File: src/rtl/draw_pkg.sv
// Shared widths, screen limits and FSM state type for the sprite draw scheduler.
package draw_pkg;

  localparam int X_W      = 9;
  localparam int Y_W      = 8;
  localparam int C_W      = 3;
  localparam int SCREEN_W = 320;
  localparam int SCREEN_H = 240;

  typedef enum logic [1:0] {
    IDLE  = 2'd0,
    ERASE = 2'd1,
    PLOT  = 2'd2,
    ACK   = 2'd3
  } draw_state_t;

endpackage

File: src/rtl/sprite_draw_scheduler_if.sv
// Requester-side handshake plus the VGA pixel-write port of the sprite draw scheduler.
// The slave modport is the scheduler; the master modport is the surrounding logic.
interface sprite_draw_scheduler_if
  import draw_pkg::*;
#(
  parameter int N_SPRITES = 2
) ();

  logic [N_SPRITES-1:0]     req;
  logic [X_W*N_SPRITES-1:0] req_x;
  logic [Y_W*N_SPRITES-1:0] req_y;
  logic [C_W*N_SPRITES-1:0] req_colour;
  logic [N_SPRITES-1:0]     grant;
  logic [N_SPRITES-1:0]     ack;
  logic [X_W-1:0]           vga_x;
  logic [Y_W-1:0]           vga_y;
  logic [C_W-1:0]           vga_colour;
  logic                     vga_plot;
  logic                     busy;

  modport slave (
    input  req, req_x, req_y, req_colour,
    output grant, ack, vga_x, vga_y, vga_colour, vga_plot, busy
  );

  modport master (
    output req, req_x, req_y, req_colour,
    input  grant, ack, vga_x, vga_y, vga_colour, vga_plot, busy
  );

endinterface

File: src/rtl/box_pixel_counter.sv
// Row-major col/row walker over one SPR_W x SPR_H box; start (re)launches a sweep,
// last flags the final pixel, and the counter parks at 0 until the next start.
module box_pixel_counter #(
  parameter int SPR_W = 8,
  parameter int SPR_H = 8,
  localparam int CW   = (SPR_W > 1) ? $clog2(SPR_W) : 1,
  localparam int RW   = (SPR_H > 1) ? $clog2(SPR_H) : 1
) (
  input  logic          clock,
  input  logic          resetn,
  input  logic          start,
  output logic [CW-1:0] col,
  output logic [RW-1:0] row,
  output logic          last
);

  logic running;

  assign last = running && (col == CW'(SPR_W - 1)) && (row == RW'(SPR_H - 1));

  // Advance col first, wrapping into row, and stop after the final pixel.
  always_ff @(posedge clock) begin
    if (!resetn) begin
      col     <= '0;
      row     <= '0;
      running <= 1'b0;
    end else if (start) begin
      col     <= '0;
      row     <= '0;
      running <= 1'b1;
    end else if (running) begin
      if (last) begin
        col     <= '0;
        row     <= '0;
        running <= 1'b0;
      end else if (col == CW'(SPR_W - 1)) begin
        col <= '0;
        row <= row + RW'(1);
      end else begin
        col <= col + CW'(1);
      end
    end
  end

endmodule

File: src/rtl/sprite_draw_scheduler.sv
// Round-robin scheduler sharing one VGA write port among N sprites: erase the old
// box, plot the new one, then ack. Optional macro SPRITE_CLIP_EN suppresses
// vga_plot for pixels beyond the 320x240 screen without changing sweep timing.
module sprite_draw_scheduler
  import draw_pkg::*;
#(
  parameter int             N_SPRITES = 2,
  parameter int             SPR_W     = 8,
  parameter int             SPR_H     = 8,
  parameter logic [C_W-1:0] BG_COLOUR = 3'b000
) (
  input  logic clock,
  input  logic resetn,
  sprite_draw_scheduler_if.slave bus
);

  localparam int IDX_W = (N_SPRITES > 1) ? $clog2(N_SPRITES) : 1;
  localparam int CW    = (SPR_W > 1) ? $clog2(SPR_W) : 1;
  localparam int RW    = (SPR_H > 1) ? $clog2(SPR_H) : 1;
`ifdef SPRITE_CLIP_EN
  localparam int XF_W  = X_W + 1;
  localparam int YF_W  = Y_W + 1;
`else
  localparam int XF_W  = X_W;
  localparam int YF_W  = Y_W;
`endif

  logic [X_W-1:0]       in_x [N_SPRITES];
  logic [Y_W-1:0]       in_y [N_SPRITES];
  logic [C_W-1:0]       in_c [N_SPRITES];

  draw_state_t          state_q, state_d;
  logic [IDX_W-1:0]     g_q, g_d, sel, cand, rr_ptr_q;
  logic                 any_req;
  logic [N_SPRITES-1:0] grant_q, grant_d, ack_q, ack_d, drawn_valid_q;
  logic [X_W-1:0]       lat_x_q, lat_x_d, sweep_base_x;
  logic [Y_W-1:0]       lat_y_q, lat_y_d, sweep_base_y;
  logic [C_W-1:0]       lat_c_q, lat_c_d, colour_q, colour_d;
  logic [X_W-1:0]       last_x_q [N_SPRITES];
  logic [Y_W-1:0]       last_y_q [N_SPRITES];
  logic [XF_W-1:0]      px_q, px_d, step_x;
  logic [YF_W-1:0]      py_q, py_d, step_y;
  logic                 plot_q, plot_d, sweep_d, busy_q;
  logic                 cnt_start, cnt_last, row_end;
  logic [CW-1:0]        cnt_col;
  logic [RW-1:0]        cnt_row;

  for (genvar i = 0; i < N_SPRITES; i++) begin : g_unpack
    assign in_x[i] = bus.req_x[X_W*i +: X_W];
    assign in_y[i] = bus.req_y[Y_W*i +: Y_W];
    assign in_c[i] = bus.req_colour[C_W*i +: C_W];
  end

  box_pixel_counter #(
    .SPR_W (SPR_W),
    .SPR_H (SPR_H)
  ) u_counter (
    .clock  (clock),
    .resetn (resetn),
    .start  (cnt_start),
    .col    (cnt_col),
    .row    (cnt_row),
    .last   (cnt_last)
  );

  assign sweep_base_x = (state_q == ERASE) ? last_x_q[g_q] : lat_x_q;
  assign sweep_base_y = (state_q == ERASE) ? last_y_q[g_q] : lat_y_q;
  assign row_end      = (cnt_col == CW'(SPR_W - 1));
  assign step_x       = row_end ? XF_W'(sweep_base_x) : px_q + XF_W'(1);
  assign step_y       = row_end ? YF_W'(sweep_base_y) + YF_W'(cnt_row) + YF_W'(1) : py_q;

  // Pick the first requester at or after rr_ptr, wrapping around.
  always_comb begin
    any_req = 1'b0;
    sel     = '0;
    cand    = '0;
    for (int i = 0; i < N_SPRITES; i++) begin
      cand = IDX_W'((int'(rr_ptr_q) + i) % N_SPRITES);
      if (!any_req && bus.req[cand]) begin
        any_req = 1'b1;
        sel     = cand;
      end
    end
  end

  // FSM next state plus the pixel the registered VGA outputs show next cycle.
  always_comb begin
    state_d   = state_q;
    g_d       = g_q;
    grant_d   = grant_q;
    ack_d     = '0;
    lat_x_d   = lat_x_q;
    lat_y_d   = lat_y_q;
    lat_c_d   = lat_c_q;
    px_d      = '0;
    py_d      = '0;
    colour_d  = '0;
    sweep_d   = 1'b0;
    cnt_start = 1'b0;
    case (state_q)
      IDLE: begin
        if (any_req) begin
          g_d          = sel;
          grant_d      = '0;
          grant_d[sel] = 1'b1;
          lat_x_d      = in_x[sel];
          lat_y_d      = in_y[sel];
          lat_c_d      = in_c[sel];
          cnt_start    = 1'b1;
          sweep_d      = 1'b1;
          if (drawn_valid_q[sel]) begin
            state_d  = ERASE;
            px_d     = XF_W'(last_x_q[sel]);
            py_d     = YF_W'(last_y_q[sel]);
            colour_d = BG_COLOUR;
          end else begin
            state_d  = PLOT;
            px_d     = XF_W'(in_x[sel]);
            py_d     = YF_W'(in_y[sel]);
            colour_d = in_c[sel];
          end
        end
      end
      ERASE: begin
        sweep_d = 1'b1;
        if (cnt_last) begin
          state_d   = PLOT;
          cnt_start = 1'b1;
          px_d      = XF_W'(lat_x_q);
          py_d      = YF_W'(lat_y_q);
          colour_d  = lat_c_q;
        end else begin
          px_d     = step_x;
          py_d     = step_y;
          colour_d = colour_q;
        end
      end
      PLOT: begin
        if (cnt_last) begin
          state_d = ACK;
          ack_d   = grant_q;
        end else begin
          sweep_d  = 1'b1;
          px_d     = step_x;
          py_d     = step_y;
          colour_d = colour_q;
        end
      end
      ACK: begin
        state_d = IDLE;
        grant_d = '0;
      end
      default: state_d = IDLE;
    endcase
  end

  // Write enable for the next pixel, optionally masked outside the visible screen.
  always_comb begin
`ifdef SPRITE_CLIP_EN
    plot_d = sweep_d && (px_d < XF_W'(SCREEN_W)) && (py_d < YF_W'(SCREEN_H));
`else
    plot_d = sweep_d;
`endif
  end

  // State, outputs and per-sprite history; ACK commits the new position.
  always_ff @(posedge clock) begin
    if (!resetn) begin
      state_q       <= IDLE;
      g_q           <= '0;
      grant_q       <= '0;
      ack_q         <= '0;
      lat_x_q       <= '0;
      lat_y_q       <= '0;
      lat_c_q       <= '0;
      px_q          <= '0;
      py_q          <= '0;
      colour_q      <= '0;
      plot_q        <= 1'b0;
      busy_q        <= 1'b0;
      rr_ptr_q      <= '0;
      drawn_valid_q <= '0;
      for (int i = 0; i < N_SPRITES; i++) begin
        last_x_q[i] <= '0;
        last_y_q[i] <= '0;
      end
    end else begin
      state_q  <= state_d;
      g_q      <= g_d;
      grant_q  <= grant_d;
      ack_q    <= ack_d;
      lat_x_q  <= lat_x_d;
      lat_y_q  <= lat_y_d;
      lat_c_q  <= lat_c_d;
      px_q     <= px_d;
      py_q     <= py_d;
      colour_q <= colour_d;
      plot_q   <= plot_d;
      busy_q   <= (state_d != IDLE);
      if (state_q == ACK) begin
        last_x_q[g_q]      <= lat_x_q;
        last_y_q[g_q]      <= lat_y_q;
        drawn_valid_q[g_q] <= 1'b1;
        rr_ptr_q           <= (int'(g_q) == N_SPRITES - 1) ? '0 : g_q + IDX_W'(1);
      end
    end
  end

  assign bus.grant      = grant_q;
  assign bus.ack        = ack_q;
  assign bus.vga_x      = px_q[X_W-1:0];
  assign bus.vga_y      = py_q[Y_W-1:0];
  assign bus.vga_colour = colour_q;
  assign bus.vga_plot   = plot_q;
  assign bus.busy       = busy_q;

endmodule
File: src/flat_wrapper.sv
// flat-port wrapper written by rule: the top's interface ports become plain ports
module sprite_draw_scheduler_flat import draw_pkg::*;
#(
  parameter int             N_SPRITES = 2,
  parameter int             SPR_W     = 8,
  parameter int             SPR_H     = 8,
  parameter logic [C_W-1:0] BG_COLOUR = 3'b000
)
  (clock, resetn, bus_req, bus_req_x, bus_req_y, bus_req_colour, bus_grant, bus_ack, bus_vga_x, bus_vga_y, bus_vga_colour, bus_vga_plot, bus_busy);
  sprite_draw_scheduler_if #(.N_SPRITES(N_SPRITES)) bus_i ();
  input  logic clock;
  input  logic resetn;
  input wire logic [$bits(bus_i.req)-1:0] bus_req;
  input wire logic [$bits(bus_i.req_x)-1:0] bus_req_x;
  input wire logic [$bits(bus_i.req_y)-1:0] bus_req_y;
  input wire logic [$bits(bus_i.req_colour)-1:0] bus_req_colour;
  output wire logic [$bits(bus_i.grant)-1:0] bus_grant;
  output wire logic [$bits(bus_i.ack)-1:0] bus_ack;
  output wire logic [$bits(bus_i.vga_x)-1:0] bus_vga_x;
  output wire logic [$bits(bus_i.vga_y)-1:0] bus_vga_y;
  output wire logic [$bits(bus_i.vga_colour)-1:0] bus_vga_colour;
  output wire logic [$bits(bus_i.vga_plot)-1:0] bus_vga_plot;
  output wire logic [$bits(bus_i.busy)-1:0] bus_busy;
  assign bus_i.req = bus_req;
  assign bus_i.req_x = bus_req_x;
  assign bus_i.req_y = bus_req_y;
  assign bus_i.req_colour = bus_req_colour;
  assign bus_grant = bus_i.grant;
  assign bus_ack = bus_i.ack;
  assign bus_vga_x = bus_i.vga_x;
  assign bus_vga_y = bus_i.vga_y;
  assign bus_vga_colour = bus_i.vga_colour;
  assign bus_vga_plot = bus_i.vga_plot;
  assign bus_busy = bus_i.busy;
  sprite_draw_scheduler #(.N_SPRITES(N_SPRITES), .SPR_W(SPR_W), .SPR_H(SPR_H), .BG_COLOUR(BG_COLOUR)) u_core (.clock(clock), .resetn(resetn), .bus(bus_i));
endmodule
File: config.mk
export PLATFORM = sky130hd
export DESIGN_NAME = sprite_draw_scheduler_flat
export DESIGN_NICKNAME = d
export VERILOG_FILES = /design/src/rtl/draw_pkg.sv /design/src/rtl/sprite_draw_scheduler_if.sv /design/src/rtl/box_pixel_counter.sv /design/src/rtl/sprite_draw_scheduler.sv /design/src/flat_wrapper.sv
export SDC_FILE = /design/constraint.sdc
export NUM_CORES = 1
export LEC_CHECK = 0
export BUFFER_PORTS_ARGS = -buffer_cell sky130_fd_sc_hd__buf_2
export CORE_UTILIZATION = 40
export DETAILED_ROUTE_END_ITERATION = 7
export PLACE_DENSITY = 0.69
export SYNTH_ARGS = -nofsm -noshare
export SYNTH_HDL_FRONTEND = slang
export SYNTH_SLANG_ARGS = --single-unit
File: constraint.sdc
create_clock -name clock -period 3 [get_ports clock]
set_input_delay 0.15 -clock clock [delete_from_list [all_inputs] [get_ports clock]]
set_output_delay 0.15 -clock clock [all_outputs]
set_load 0.005 [all_outputs]
* Yosys cells after proc, flatten, opt, wreduce, memory -nomap -nowiden
Memory sizes are Yosys's and may differ from the RTL's. A register that Yosys moved wholly into a read port is not among the register bits. Index checks and enable logic that the tools add are counted.
Cells by class: $add $sub $neg 7, multiply operators 0, divide/modulo/power cells 0, magnitude comparators 7, equality and inequality tests 8, shift-type cells 0, multiplexer cells 75, bitwise gates (word level) 3, reductions and logical operators 18
Operators with widths (count):
- two-way mux 9 bit | 10
- two-way mux 8 bit | 10
- two-way mux 3 bit | 11
- two-way mux 1 bit | 30
- case mux 9 bit (3 select lines) | 1
- case mux 8 bit (3 select lines) | 1
- two-way mux 2 bit | 5
- adder 9 x 1 -> 9 bit (second input constant) | 1
- case mux 3 bit (3 select lines) | 1
- OR reduction 9 bit | 1
- adder 8 x 1 -> 8 bit (second input constant) | 1
- adder 8 x 3 -> 8 bit | 1
- less-than comparator 1 x 2 -> 1 bit (second input constant) | 4
- case mux 2 bit (4 select lines) | 1
- AND reduction 2 bit | 4
- OR reduction 8 bit | 1
- adder 3 x 1 -> 3 bit (second input constant) | 2
- equality test 3 bit (second input constant) | 2
- inequality test 2 x 1 -> 1 bit (second input constant) | 3
- nonzero test 2 bit | 3
- logical AND 1 bit | 5
- equality test 2 bit (second input constant) | 2
- case mux 2 bit (2 select lines) | 1
- case mux 1 bit (3 select lines) | 1
- other kinds (13) | 16
Storage, ports and cells: flip-flop bits (word level) 59, bits in latches 0, memory bits (writable) 34, memory bits (read-only) 0, input port bits 44, output and inout bits 26, word-level logic and storage cells 137, memories kept 2
Memories:
- u_core.last_x_q | words 2, bits a word 9, read ports 2, clocked after Yosys merged registers in 1, wr ports 2, line sprite_draw_scheduler.sv:39 | logic [X_W-1:0] last_x_q [N_SPRITES];
- u_core.last_y_q | words 2, bits a word 8, read ports 2, clocked after Yosys merged registers in 1, wr ports 2, line sprite_draw_scheduler.sv:40 | logic [Y_W-1:0] last_y_q [N_SPRITES];

* Longest topological paths before layout
Gate-level depths: netlist of run 1.
word-level depth 13, depth in mapped cells 13, depth with buffers taken out 10

* By module
From an unflattened synthesis of run 1, not the netlist that was laid out.
Unflattened totals: cell total of the unflattened synthesis 553, area, all modules 5008.6 um^2
By module, submodules not included:
- sprite_draw_scheduler | instances 1, cells an instance 518, area each 4677.0 um^2
- box_pixel_counter | instances 1, cells an instance 35, area each 331.6 um^2

* Worst setup path after synthesis of run 1
Ideal clock, no wire load.
path kind register to register, start register u_core.state_q[0], end register u_core.py_q[6], in the netlist u_core.bus.vga_y[6], library setup time 0.074 ns, data arrival time 2.361 ns, path slack 0.564 ns, stages on the path, launching flop included 14, path buffers 3, period minus slack after synthesis 2.436 ns, path through dfxtp_1 -> buf_2 -> nand2b_1 -> buf_2 -> buf_2 -> nor2_1 -> a21oi_1 -> ha_1 -> inv_1 -> fa_1 -> a21oi_1 -> nor4_1 -> xor2_1 -> o21ai_0
On the way: cells in the longest elaborated chain, start to end 7, elaborated cells on any way between the ends 10, classes of those cells add/sub (2); eq/ne (2); mux (5); reduce/logical (1)
RTL lines:
- start, declared | line sprite_draw_scheduler.sv:32 | draw_state_t state_q, state_d;
- start signal, assigned | line sprite_draw_scheduler.sv:188 | state_q <= state_d;
- equality test 2 x 1 -> 1 bit | line sprite_draw_scheduler.sv:67, sprite_draw_scheduler.sv:100
- two-way mux 8 bit | line sprite_draw_scheduler.sv:67 | assign sweep_base_y = (state_q == ERASE) ? last_y_q[g_q] : lat_y_q;
- adder 8 x 3 -> 8 bit | line sprite_draw_scheduler.sv:70 | assign step_y = row_end ? YF_W'(sweep_base_y) + YF_W'(cnt_row) + YF_W'(1) : py_q;
- adder 8 x 1 -> 8 bit | line sprite_draw_scheduler.sv:70
- two-way mux 8 bit | line sprite_draw_scheduler.sv:70
- two-way mux 8 bit, on equally long branches | line sprite_draw_scheduler.sv:139, sprite_draw_scheduler.sv:126
- case mux 8 bit (3 select lines) (*) | line sprite_draw_scheduler.sv:100 | case (state_q)
- end signal, assigned | line sprite_draw_scheduler.sv:196 | py_q <= py_d;
- end, declared | line sprite_draw_scheduler.sv:42 | logic [YF_W-1:0] py_q, py_d, step_y;
Mark *: on every way between the ends. The rest lies on a longest branch, timed or not. A chain may end at the register's enable or synchronous reset.

* Worst setup path after layout of run 1
start register u_core.state_q[1], end register u_core.py_q[1], in the netlist u_core.bus.vga_y[1]
Same word-level chain as after synthesis.

==> results of run 1 <==
## through the flow
stage	instances	util	power, mW	setup slack, ps
global placement	750	0.458	1.87	579
CTS	766	0.483	3.03	470
detailed placement	750	0.458	1.88	497
floorplan	533	-	1.73	564
finish	766	0.483	3.02	398
global route	766	0.483	3.13	212
## worst min path at each step
stage                                      to  cells past startpoint     startpoint  slack (ps)
2_1_floorplan  u_core.lat_y_q[7]$_SDFFE_PN0P_                      2  bus_req_y[15]         310
3_3_place_gp   u_core.lat_y_q[7]$_SDFFE_PN0P_                      3  bus_req_y[15]         430
3_5_place_dp   u_core.lat_y_q[6]$_SDFFE_PN0P_                      3   bus_req_y[6]         440
4_1_cts        u_core.lat_y_q[4]$_SDFFE_PN0P_                      3  bus_req_y[12]          70
5_1_grt        u_core.lat_y_q[6]$_SDFFE_PN0P_                      3  bus_req_y[14]          80
6_report       u_core.lat_y_q[5]$_SDFFE_PN0P_                      3  bus_req_y[13]          80
## flip-flops by register name, summed over array words and instances, names as in the netlist, 3 cells and up, named ones only
signal / count
u_core.last_y_q: 16
u_core.lat_c_q: 3
u_core.bus.vga_y: 8
u_core.lat_y_q: 8
u_core.last_x_q: 18
u_core.u_counter.row: 3
u_core.lat_x_q: 9
u_core.bus.vga_colour: 3
u_core.u_counter.col: 3
u_core.bus.vga_x: 9
## cells by family (layout without fill, tap and decap cells)
group	count (synthesis)	in the layout
xor gates and xnor gates	12	12
muxes	54	54
adders and majority gates	10	10
AOI/OAI and AO/OA	137	137
buffers and inverters	48	113
and+or+nand+nor	178	178
DFF	94	94
## power by group through the flow
stage	Combinational (mW)	Sequential, mW	Clock, mW
floorplan	0.258	1.47	0
global placement	0.373	1.50	0
detailed placement	0.383	1.50	0
CTS	0.384	1.47	1.17
global route	0.425	1.48	1.22
finish	0.387	1.47	1.16
## layer usage
layer,global-route usage,part of all wire,up-vias
li1,-,-,2084
met1,0.309,0.43,2127
met2,0.364,0.47,199
met3,0.0348,0.080,26
met4,0.110,0.026,0
met5,0,0,-
## critical path, stage by stage (launching register included)
cell and delay (ps):
dfxtp_1 510, nand2b_1 330, nor2_1 80, a21oi_1 200, ha_1 180, inv_1 50, fa_1 480, nand2_1 50
a32oi_1 340, o21ai_0 150, a21oi_1 150
## synth_stat cells, types with 5 or more instances
library cell and number:
dfxtp_1 60, nand2_1 53, mux2i_1 46, nor2_1 42, and2_1 35, a21oi_1 34
edfxtp_1 34, buf_2 20, nand3_1 17, o21ai_0 15, a211oi_1 14, clkbuf_1 13
inv_1 10, ha_1 9, a311oi_1 8, o211ai_1 8, a211o_1 7, mux2_2 7
xnor2_1 7, a221oi_1 6, a32oi_1 6, and3_1 6, a21boi_0 5, a22oi_1 5
nand2b_1 5, nor3_1 5, xor2_1 5
## layout make-up
cell class                 count  share of cell area
clock inverter                 3             0.00212
sequential                    94               0.377
timing repair buffer          86              0.0823
clock buffer                  13              0.0496
multi-input combinational    391               0.447
inverter                      11             0.00700
tap                          168              0.0356
## placed cells by master, fill, tap and decap left out, types with 8 or more instances in the layout
master     synthesis  layout
buf_2             20      69
dfxtp_1           60      60
nand2_1           53      53
mux2i_1           46      46
nor2_1            42      42
and2_1            35      35
a21oi_1           34      34
edfxtp_1          34      34
nand3_1           17      17
buf_4              1      16
o21ai_0           15      14
a211oi_1          14      14
clkbuf_16          0      11
inv_1             10      10
ha_1               9       9
o211ai_1           8       8
a311oi_1           8       8
==> results_dict.tcl, run 1 <==
set metrics [dict create \
    hold_path_class "in2reg" \
    dieWidth_um 115 \
    first_iter_violations 404 \
    fin_crit_sh 0.867 \
    yosysSeqAreaShare 0.437 \
    h-tree-depth 3 \
    synth_compound_area_frac 0.188 \
    setup_viol 0 \
    place_area_um2 5590 \
    slew_headroom 0.247 \
    cts-buffers-inserted 9 \
    multiInputGateArea_um2 2640 \
    regArea_um2 2220 \
    clockBufferDepth 2 \
    ys_async_sr_fraction 0 \
    synth_largest_area_cell "dfxtp_1" \
    comb_power_share 0.128 \
    syn-cell-area_um2 5090 \
    synth.area.mux_share 0.109 \
    p_clk_frac 0.384 \
    arrival_ps 2880 \
    hold_viol 0 \
    critical_path_class "reg2reg" \
    swShare 0.260 \
    cp.required_ps 3280 \
    peakVddDrop_mv 0.258 \
    drc 0 \
    critPathMaxFanout 10 \
    n_antenna_cell 0 \
    path_clk_slew_ps 70 \
    syn2layout_area_growth_pct 15.9 \
    core_area_um2 12200 \
    ys_seq_elements 94 \
    synth_fa_ha_area_frac 0.0261 \
    p_leak_nw 2.28 \
    finalNetCount 647 \
    rr_worst_depth 10 \
    synth_warnings 0 \
    p_sw_uw 786 \
    die_area_um2 13200 \
    grt_pass1_vias 4202 \
    viasPerCell 5.79 \
    synthCells 533 \
    fmax_ghz 0.384 \
    synth-edff-count 34 \
    pwr-share-seq 0.488 \
    clkLatencyLatePin_ps 350 \
    synth_top_family_by_area "compound AO/OA/AOI/OAI gates" \
    stdcell_area_um2 5900 \
    startpoint "u_core.state_q[1]$_SDFF_PN0_" \
    ant_nets 0 \
    outcome "complete, no violations" \
    critPathLaunchType "flip-flop" \
    power_density_nw_per_um2 512 \
    ys.flop_type "dfxtp_1" \
    regToRegStartpoint "u_core.state_q[1]$_SDFF_PN0_" \
    synthSimpleGateAreaFrac 0.174 \
    synth.avg_cell_area_um2 9.55 \
    cts_tree "done" \
    grt_pass1_wl_um 22700 \
    drt-total-wl_um 14400 \
    synth_nets 587 \
    cts_setup_buffers 0 \
    antenna_found_initial 0 \
    max_cap_viol_count 0 \
    globalplace.congestion 0.864 \
    wl_per_cell_um 18.8 \
    synth_top_cell_area_share 0.236 \
    die_y_um 115 \
    reg2reg_to "u_core.bus.vga_y[1]$_SDFF_PN0_" \
    cts.sink_count 94 \
    rsz0062_at_grt "false" \
    ys_top_cells_by_area "dfxtp_1 24%, edfxtp_1 20%, mux2i_1 9.0%" \
    crit_end "u_core.bus.vga_y[1]$_SDFF_PN0_" \
    io_buffers 69 \
    rows 40 \
    ctsResizeCount 0 \
    ctsHoldBuffers 0 \
    vias 4436 \
    worstMarginPinSlew_ps 1130 \
    period_needed_ps 2600 \
    drive_gt1_frac 0.189 \
    slew_viol_final 0 \
    cts_root_buf "clkbuf_16" \
    synth_cell_types 61 \
    start_util 0.417 \
    fin_worst_skew_ps 9.25 \
    drt_first_pass_iters 7 \
    grt_overflow 0 \
    finalSetupTns_ps 0 \
    hold_slack_ps 76.7 \
    rrSetupSlack_ps 400 \
    hpwl_um 9900 \
    ios 70 \
    fillers 1209 \
    grt_max_degree 38 \
    worstSetupEndpointType "flip-flop" \
    p_int_mw 2.24 \
    synth_xor_area_frac 0.0207 \
    grt_use_total 0.230 \
]
Power figures use the tool's default switching activity.
==> run 2, diff against run 1 <==
--- a/config.mk
+++ b/config.mk
@@ -10,2 +10,3 @@
 export DETAILED_ROUTE_END_ITERATION = 7
+export GPL_TIMING_DRIVEN = 0
 export PLACE_DENSITY = 0.69
--- a/constraint.sdc
+++ b/constraint.sdc
@@ -3,2 +3,2 @@
 set_output_delay 0.15 -clock clock [all_outputs]
-set_load 0.005 [all_outputs]
+set_load 0.02 [all_outputs]
==> run 2 against run 1 <==
  * Utilization rose by 0.56 points
  * Sequential power hardly changed
  * Critical path depth is 2 higher
  * Via count increased by 5.6%
  * Total power increased by 2.0%
  * Final cell count up 2.5%
  * Clock power about the same
  * Setup slack lost 170 ps
  * Flip-flop and latch count unchanged
  * Clock skew increased by 2.3 ps
  * Largest cell class unchanged
==> results_dict.tcl, run 2 (synthesized netlist as in run 1, its figures left out) <==
set metrics [dict create \
    outcome "complete, no violations" \
    critical_path_class "reg2reg" \
    worstSetupEndpointType "flip-flop" \
    io_buffers 68 \
    setup_viol 0 \
    first_iter_violations 475 \
    n_antenna_cell 0 \
    holdPathStages 3 \
    ctsHoldBuffers 0 \
    hold_viol 0 \
    slew_viol_final 0 \
    ant_nets 0 \
    grt_pass1_wl_um 24400 \
    h-tree-depth 3 \
    dpl.cell_count 770 \
    p_leak_nw 2.31 \
    reg_top3 "u_core.last_x_q: 18 flops, u_core.last_y_q: 16 flops" \
    clockBufferDepth 2 \
    vias 4684 \
    period_needed_ps 2770 \
    reg2reg_to "u_core.bus.vga_y[6]$_SDFF_PN0_" \
    antenna_found_initial 0 \
    die_y_um 115 \
    drive_gt1_frac 0.204 \
    hold_path_end "u_core.lat_y_q[7]$_SDFFE_PN0P_" \
    rows 40 \
    hold_slack_ps 63.8 \
    syn2layout_area_growth_pct 17.3 \
    arrival_ps 3050 \
    wl_per_cell_um 20.6 \
    rrSetupSlack_ps 230 \
    final_cell_mix "85 x buf_2, 60 x dfxtp_1, 53 x nand2_1" \
    power_mw 3.08 \
    fmax_ghz 0.361 \
    layout_commonest_cell "buf_2" \
    fin_worst_skew_ps 11.5 \
    drt_first_pass_iters 5 \
    worstMarginPinSlew_ps 985 \
    dieWidth_um 115 \
    die_area_um2 13200 \
    ios 70 \
    grt_use_total 0.251 \
    critPathMaxFanout 10 \
    slew_headroom 0.342 \
    max_flop_register "u_core.last_x_q" \
    fin_crit_sh 0.924 \
    hold_start "bus_req_y[15]" \
    cp.required_ps 3280 \
    post-route-util 0.489 \
    start_util 0.417 \
    finalNonFillerCells 785 \
    grt_pass1_vias 4405 \
    grt_max_degree 18 \
    globalplace.congestion 0.959 \
    largest_reg_flops 18 \
    cts-buffers-inserted 9 \
    core_area_um2 12200 \
    hold_path_class "in2reg" \
    power_density_nw_per_um2 517 \
    cts_root_buf "clkbuf_16" \
    cts.sink_count 94 \
    hpwl_um 11300 \
    rr_worst_depth 12 \
    max_cap_viol_count 0 \
    path_clk_slew_ps 70 \
    critPathLaunchType "flip-flop" \
    drc 0 \
    grt_overflow 0 \
    rsz0062_at_grt "false" \
    cts_setup_buffers 0 \
    drt-total-wl_um 16200 \
    viasPerCell 5.97 \
    finalNetCount 666 \
    cts_tree "done" \
    peakVddDrop_mv 0.289 \
    clkLatencyLatePin_ps 360 \
]
[run 2: cell count changes in the layout (fill, tap and decap cells not counted), moves of 3 or more]
cell / previous run / this run
buf_4: 16 / 3
clkbuf_1: 1 / 13
buf_2: 69 / 85
buf_6: 0 / 3
[run 2: how the worst max path moves through the flow]
stage | start | end | slack, ps | cells after the start
floorplan | u_core.state_q[0]$_SDFF_PN0_ | u_core.bus.vga_y[6]$_SDFF_PN0_ | 560 | 13
global placement | u_core.state_q[0]$_SDFF_PN0_ | u_core.last_y_q[1][0]$_SDFFCE_PN0P_ | -390 | 3
detailed placement | u_core.state_q[0]$_SDFF_PN0_ | u_core.bus.vga_y[5]$_SDFF_PN0_ | -140 | 11
CTS | u_core.state_q[0]$_SDFF_PN0_ | u_core.bus.vga_y[5]$_SDFF_PN0_ | 30 | 11
global route | flip-flop | u_core.bus.vga_y[6]$_SDFF_PN0_ | 30 | 12
finish | flip-flop | u_core.bus.vga_y[6]$_SDFF_PN0_ | 230 | 12
[run 2: critical path, stage by stage, from the launching register on]
cell     delay, ps
dfxtp_1        310
buf_2          280
buf_4          290
mux2i_1        200
nor2_1          50
a21oi_1        200
ha_1           190
inv_1           50
fa_1           420
a21oi_2        270
nor4_1          90
xor2_1         180
o21ai_0        150
[run 2: final cells by class]
cell class | count | area, um2
clock inverters | 7 | 73.8
flip-flops and latches | 94 | 2220
repair buffers | 69 | 355
fillers | 1161 | 6240
well taps | 168 | 210
plain buffers | 36 | 190
clock buffers | 9 | 225
inverters | 11 | 41.3
multi-input cells | 391 | 2650
[run 2: metal layers]
metal  vias up  track usage  part of all wire
met3        43       0.0432             0.096
met5         -            0                 0
li1       2127            -                 -
met4         0        0.118             0.030
met2       285        0.408              0.47
met1      2229        0.328              0.41
[run 2: what timing repair did]
| action | in CTS | in global routing |
|---|---|---|
| hold endpoints to repair | 0 | 0 |
| setup endpoints to repair | 4 | 6 |
| resized for setup | 3 | 3 |
[run 2: power by group]
part | internal, mW | switching, mW
logic | 0.172 | 0.279
clock network | 0.648 | 0.521
registers | 1.39 | 0.0693
total | 2.21 | 0.869
[run 2: metrics by stage]
step / setup slack (ps) / area, um2 / TNS (ps)
after floorplan: 564 / 5090 / 0
after global placement: -395 / 5640 / -7070
after detailed placement: -143 / 5660 / -429
after CTS: 25.0 / 5970 / 0
after global routing: 29.5 / 5970 / 0
final: 228 / 5970 / 0
==> run 3, diff against run 2 <==
--- a/config.mk
+++ b/config.mk
@@ -8,2 +8,3 @@
 export BUFFER_PORTS_ARGS = -buffer_cell sky130_fd_sc_hd__buf_2
+export CORE_ASPECT_RATIO = 1.1
 export CORE_UTILIZATION = 40
--- a/constraint.sdc
+++ b/constraint.sdc
@@ -3,2 +3,2 @@
 set_output_delay 0.15 -clock clock [all_outputs]
-set_load 0.02 [all_outputs]
+set_load 0.01 [all_outputs]
==> run 3 against run 2 <==
  * Hold slack gained 22 ps
  * Non-clock buffer count up 1
  * Final area is essentially flat
  * Combinational power down 2%
  * Highest routed layer unchanged
==> results_dict.tcl, run 3 (synthesized netlist as in run 1, its figures left out) <==
set metrics [dict create \
    crit_slowest_cell "fa_1" \
    drt_first_pass_iters 7 \
    grt_use_total 0.263 \
    dieWidth_um 110 \
    cts_tree "done" \
    h-tree-depth 3 \
    rsz0062_at_grt "false" \
    grt_max_degree 18 \
    rrSetupSlack_ps 180 \
    max_cap_viol_count 0 \
    grt_overflow 0 \
    top_layer_used "met4" \
    wl_per_cell_um 21.5 \
    cts-buffers-inserted 9 \
    path_clk_slew_ps 70 \
    hold_viol 0 \
    p_leak_nw 2.33 \
    preCtsSetupSlack_ps -75.5 \
    layout_setup_ws_ps 179 \
    hpwl_um 11700 \
    max_flop_register "u_core.last_x_q" \
    crit_buf_inv 4 \
    fin_crit_sh 0.940 \
    wl_met2_um 7710 \
    hold_slack_ps 86.2 \
    final_cell_mix "84 x buf_2, 60 x dfxtp_1, 53 x nand2_1" \
    cp.required_ps 3270 \
    crit_top_cell "clkbuf_4" \
    clockBufferDepth 2 \
    peakVddDrop_mv 0.359 \
    power_density_nw_per_um2 505 \
    setup_viol 0 \
    worstSetupEndpointType "flip-flop" \
    antenna_found_initial 0 \
    hold_path_class "in2reg" \
    ant_nets 0 \
    fin_worst_skew_ps 10.7 \
    first_iter_violations 375 \
    critPathMaxFanout 10 \
    cts.sink_count 94 \
    critPathLaunchType "flip-flop" \
    layout_commonest_cell "buf_2" \
    reg_top3 "u_core.last_x_q: 18 flops, u_core.last_y_q: 16 flops" \
    n_antenna_cell 0 \
    fillers 1168 \
    startpoint "u_core.state_q[0]$_SDFF_PN0_" \
    regToRegStartpoint "u_core.state_q[0]$_SDFF_PN0_" \
    drive_gt1_frac 0.206 \
    largest_reg_flops 18 \
    grt_pass1_vias 4583 \
    drt-total-wl_um 16600 \
    ios 70 \
    grt_pass1_wl_um 25700 \
    crit_path_max_incr_delay_ps 440 \
    slew_headroom 0.316 \
    path_depth 13 \
    critical_path_class "reg2reg" \
    drc 0 \
    wl_met1_um 7190 \
    slew_viol_final 0 \
    stdcell_area_um2 5960 \
    path_cells "clkbuf_4 -> nand2b_2 -> clkbuf_4 -> clkbuf_4 -> nor2_1 -> a21oi_1 -> ha_1 -> inv_1 -> fa_1 -> a21oi_4 -> nor4_1 -> xor2_1 -> o21ai_0" \
    clkLatencyLatePin_ps 340 \
    io_buffers 68 \
    syn2layout_area_growth_pct 17.2 \
    core_area_um2 12200 \
    globalplace.congestion 0.948 \
    crit_family "buffers and inverters" \
    outcome "complete, no violations" \
    crit_end "u_core.bus.vga_y[6]$_SDFF_PN0_" \
    fmax_ghz 0.355 \
    rows 42 \
    die_y_um 120 \
    place_area_um2 5650 \
    arrival_ps 3090 \
    reg2reg_to "u_core.bus.vga_y[6]$_SDFF_PN0_" \
    worstMarginPinSlew_ps 1020 \
    viasPerCell 5.96 \
    rr_worst_depth 13 \
    cts_root_buf "clkbuf_16" \
    period_needed_ps 2820 \
    die_area_um2 13200 \
    vias 4601 \
    power_mw 3.01 \
    met3_length_um 1190 \
    start_util 0.417 \
    finalNetCount 667 \
]
## run 3: cell types whose count changed in the layout (fill, tap and decap cells not counted), sizes merged
cell | previous run | this run
clkbuf | 22 | 29
buf | 92 | 89
clkinv | 3 | 1
bufinv | 1 | 0
clkinvlp | 2 | 1
inv | 12 | 13
## run 3: worst register-to-register path: stages, from the launching register on
cell	delay (ps)
dfxtp_1	340
clkbuf_4	200
nand2b_2	180
clkbuf_4	240
clkbuf_4	220
nor2_1	60
a21oi_1	180
ha_1	180
inv_1	50
fa_1	440
a21oi_4	250
nor4_1	80
xor2_1	180
o21ai_0	160
## run 3: power breakdown
part,total (mW),switching [mW],internal (mW)
sequential,1.46,0.0677,1.39
combinational,0.440,0.268,0.172
clock,1.11,0.498,0.611
total,3.01,0.834,2.18
## run 3: cell type report
type	count	area (um2)	share of cell area
inverter	11	41.3	0.00692
tap	154	193	0.0323
clock buffer	12	256	0.0430
timing repair buffer	69	355	0.0596
sequential	94	2220	0.373
clock inverter	4	28.8	0.00482
multi-input combinational	391	2670	0.447
buffer	37	200	0.0336
## run 3: what timing repair did
action,CTS,global route
setup endpoints to repair,4,6
resized for setup,2,8
buffers inserted,0,0
hold buffers,0,0
## run 3: routing by layer
| layer | vias up | GRT usage |
|---|---|---|
| met5 | - | 0 |
| met4 | 0 | 0.104 |
| met3 | 40 | 0.0480 |
| met2 | 199 | 0.415 |
| met1 | 2233 | 0.354 |
| li1 | 2129 | - |
## run 3: worst min-delay path by stage
stage             startpoint                             end  cells past startpoint
3_3_place_gp   bus_req_y[13]  u_core.lat_y_q[5]$_SDFFE_PN0P_                      3
5_1_grt         bus_req_y[7]  u_core.lat_y_q[7]$_SDFFE_PN0P_                      3
6_report       bus_req_y[15]  u_core.lat_y_q[7]$_SDFFE_PN0P_                      3
2_1_floorplan  bus_req_y[15]  u_core.lat_y_q[7]$_SDFFE_PN0P_                      2
3_5_place_dp   bus_req_y[12]  u_core.lat_y_q[4]$_SDFFE_PN0P_                      3
4_1_cts        bus_req_y[12]  u_core.lat_y_q[4]$_SDFFE_PN0P_                      3
## run 3: per-stage QoR
stage / TNS (ps) / instances / util
finish: 0 / 772 / 0.489
global route: 0 / 772 / 0.489
global placement: -6930 / 755 / 0.461
CTS: 0 / 772 / 0.487
floorplan: 0 / 533 / -
detailed placement: -119 / 756 / 0.463
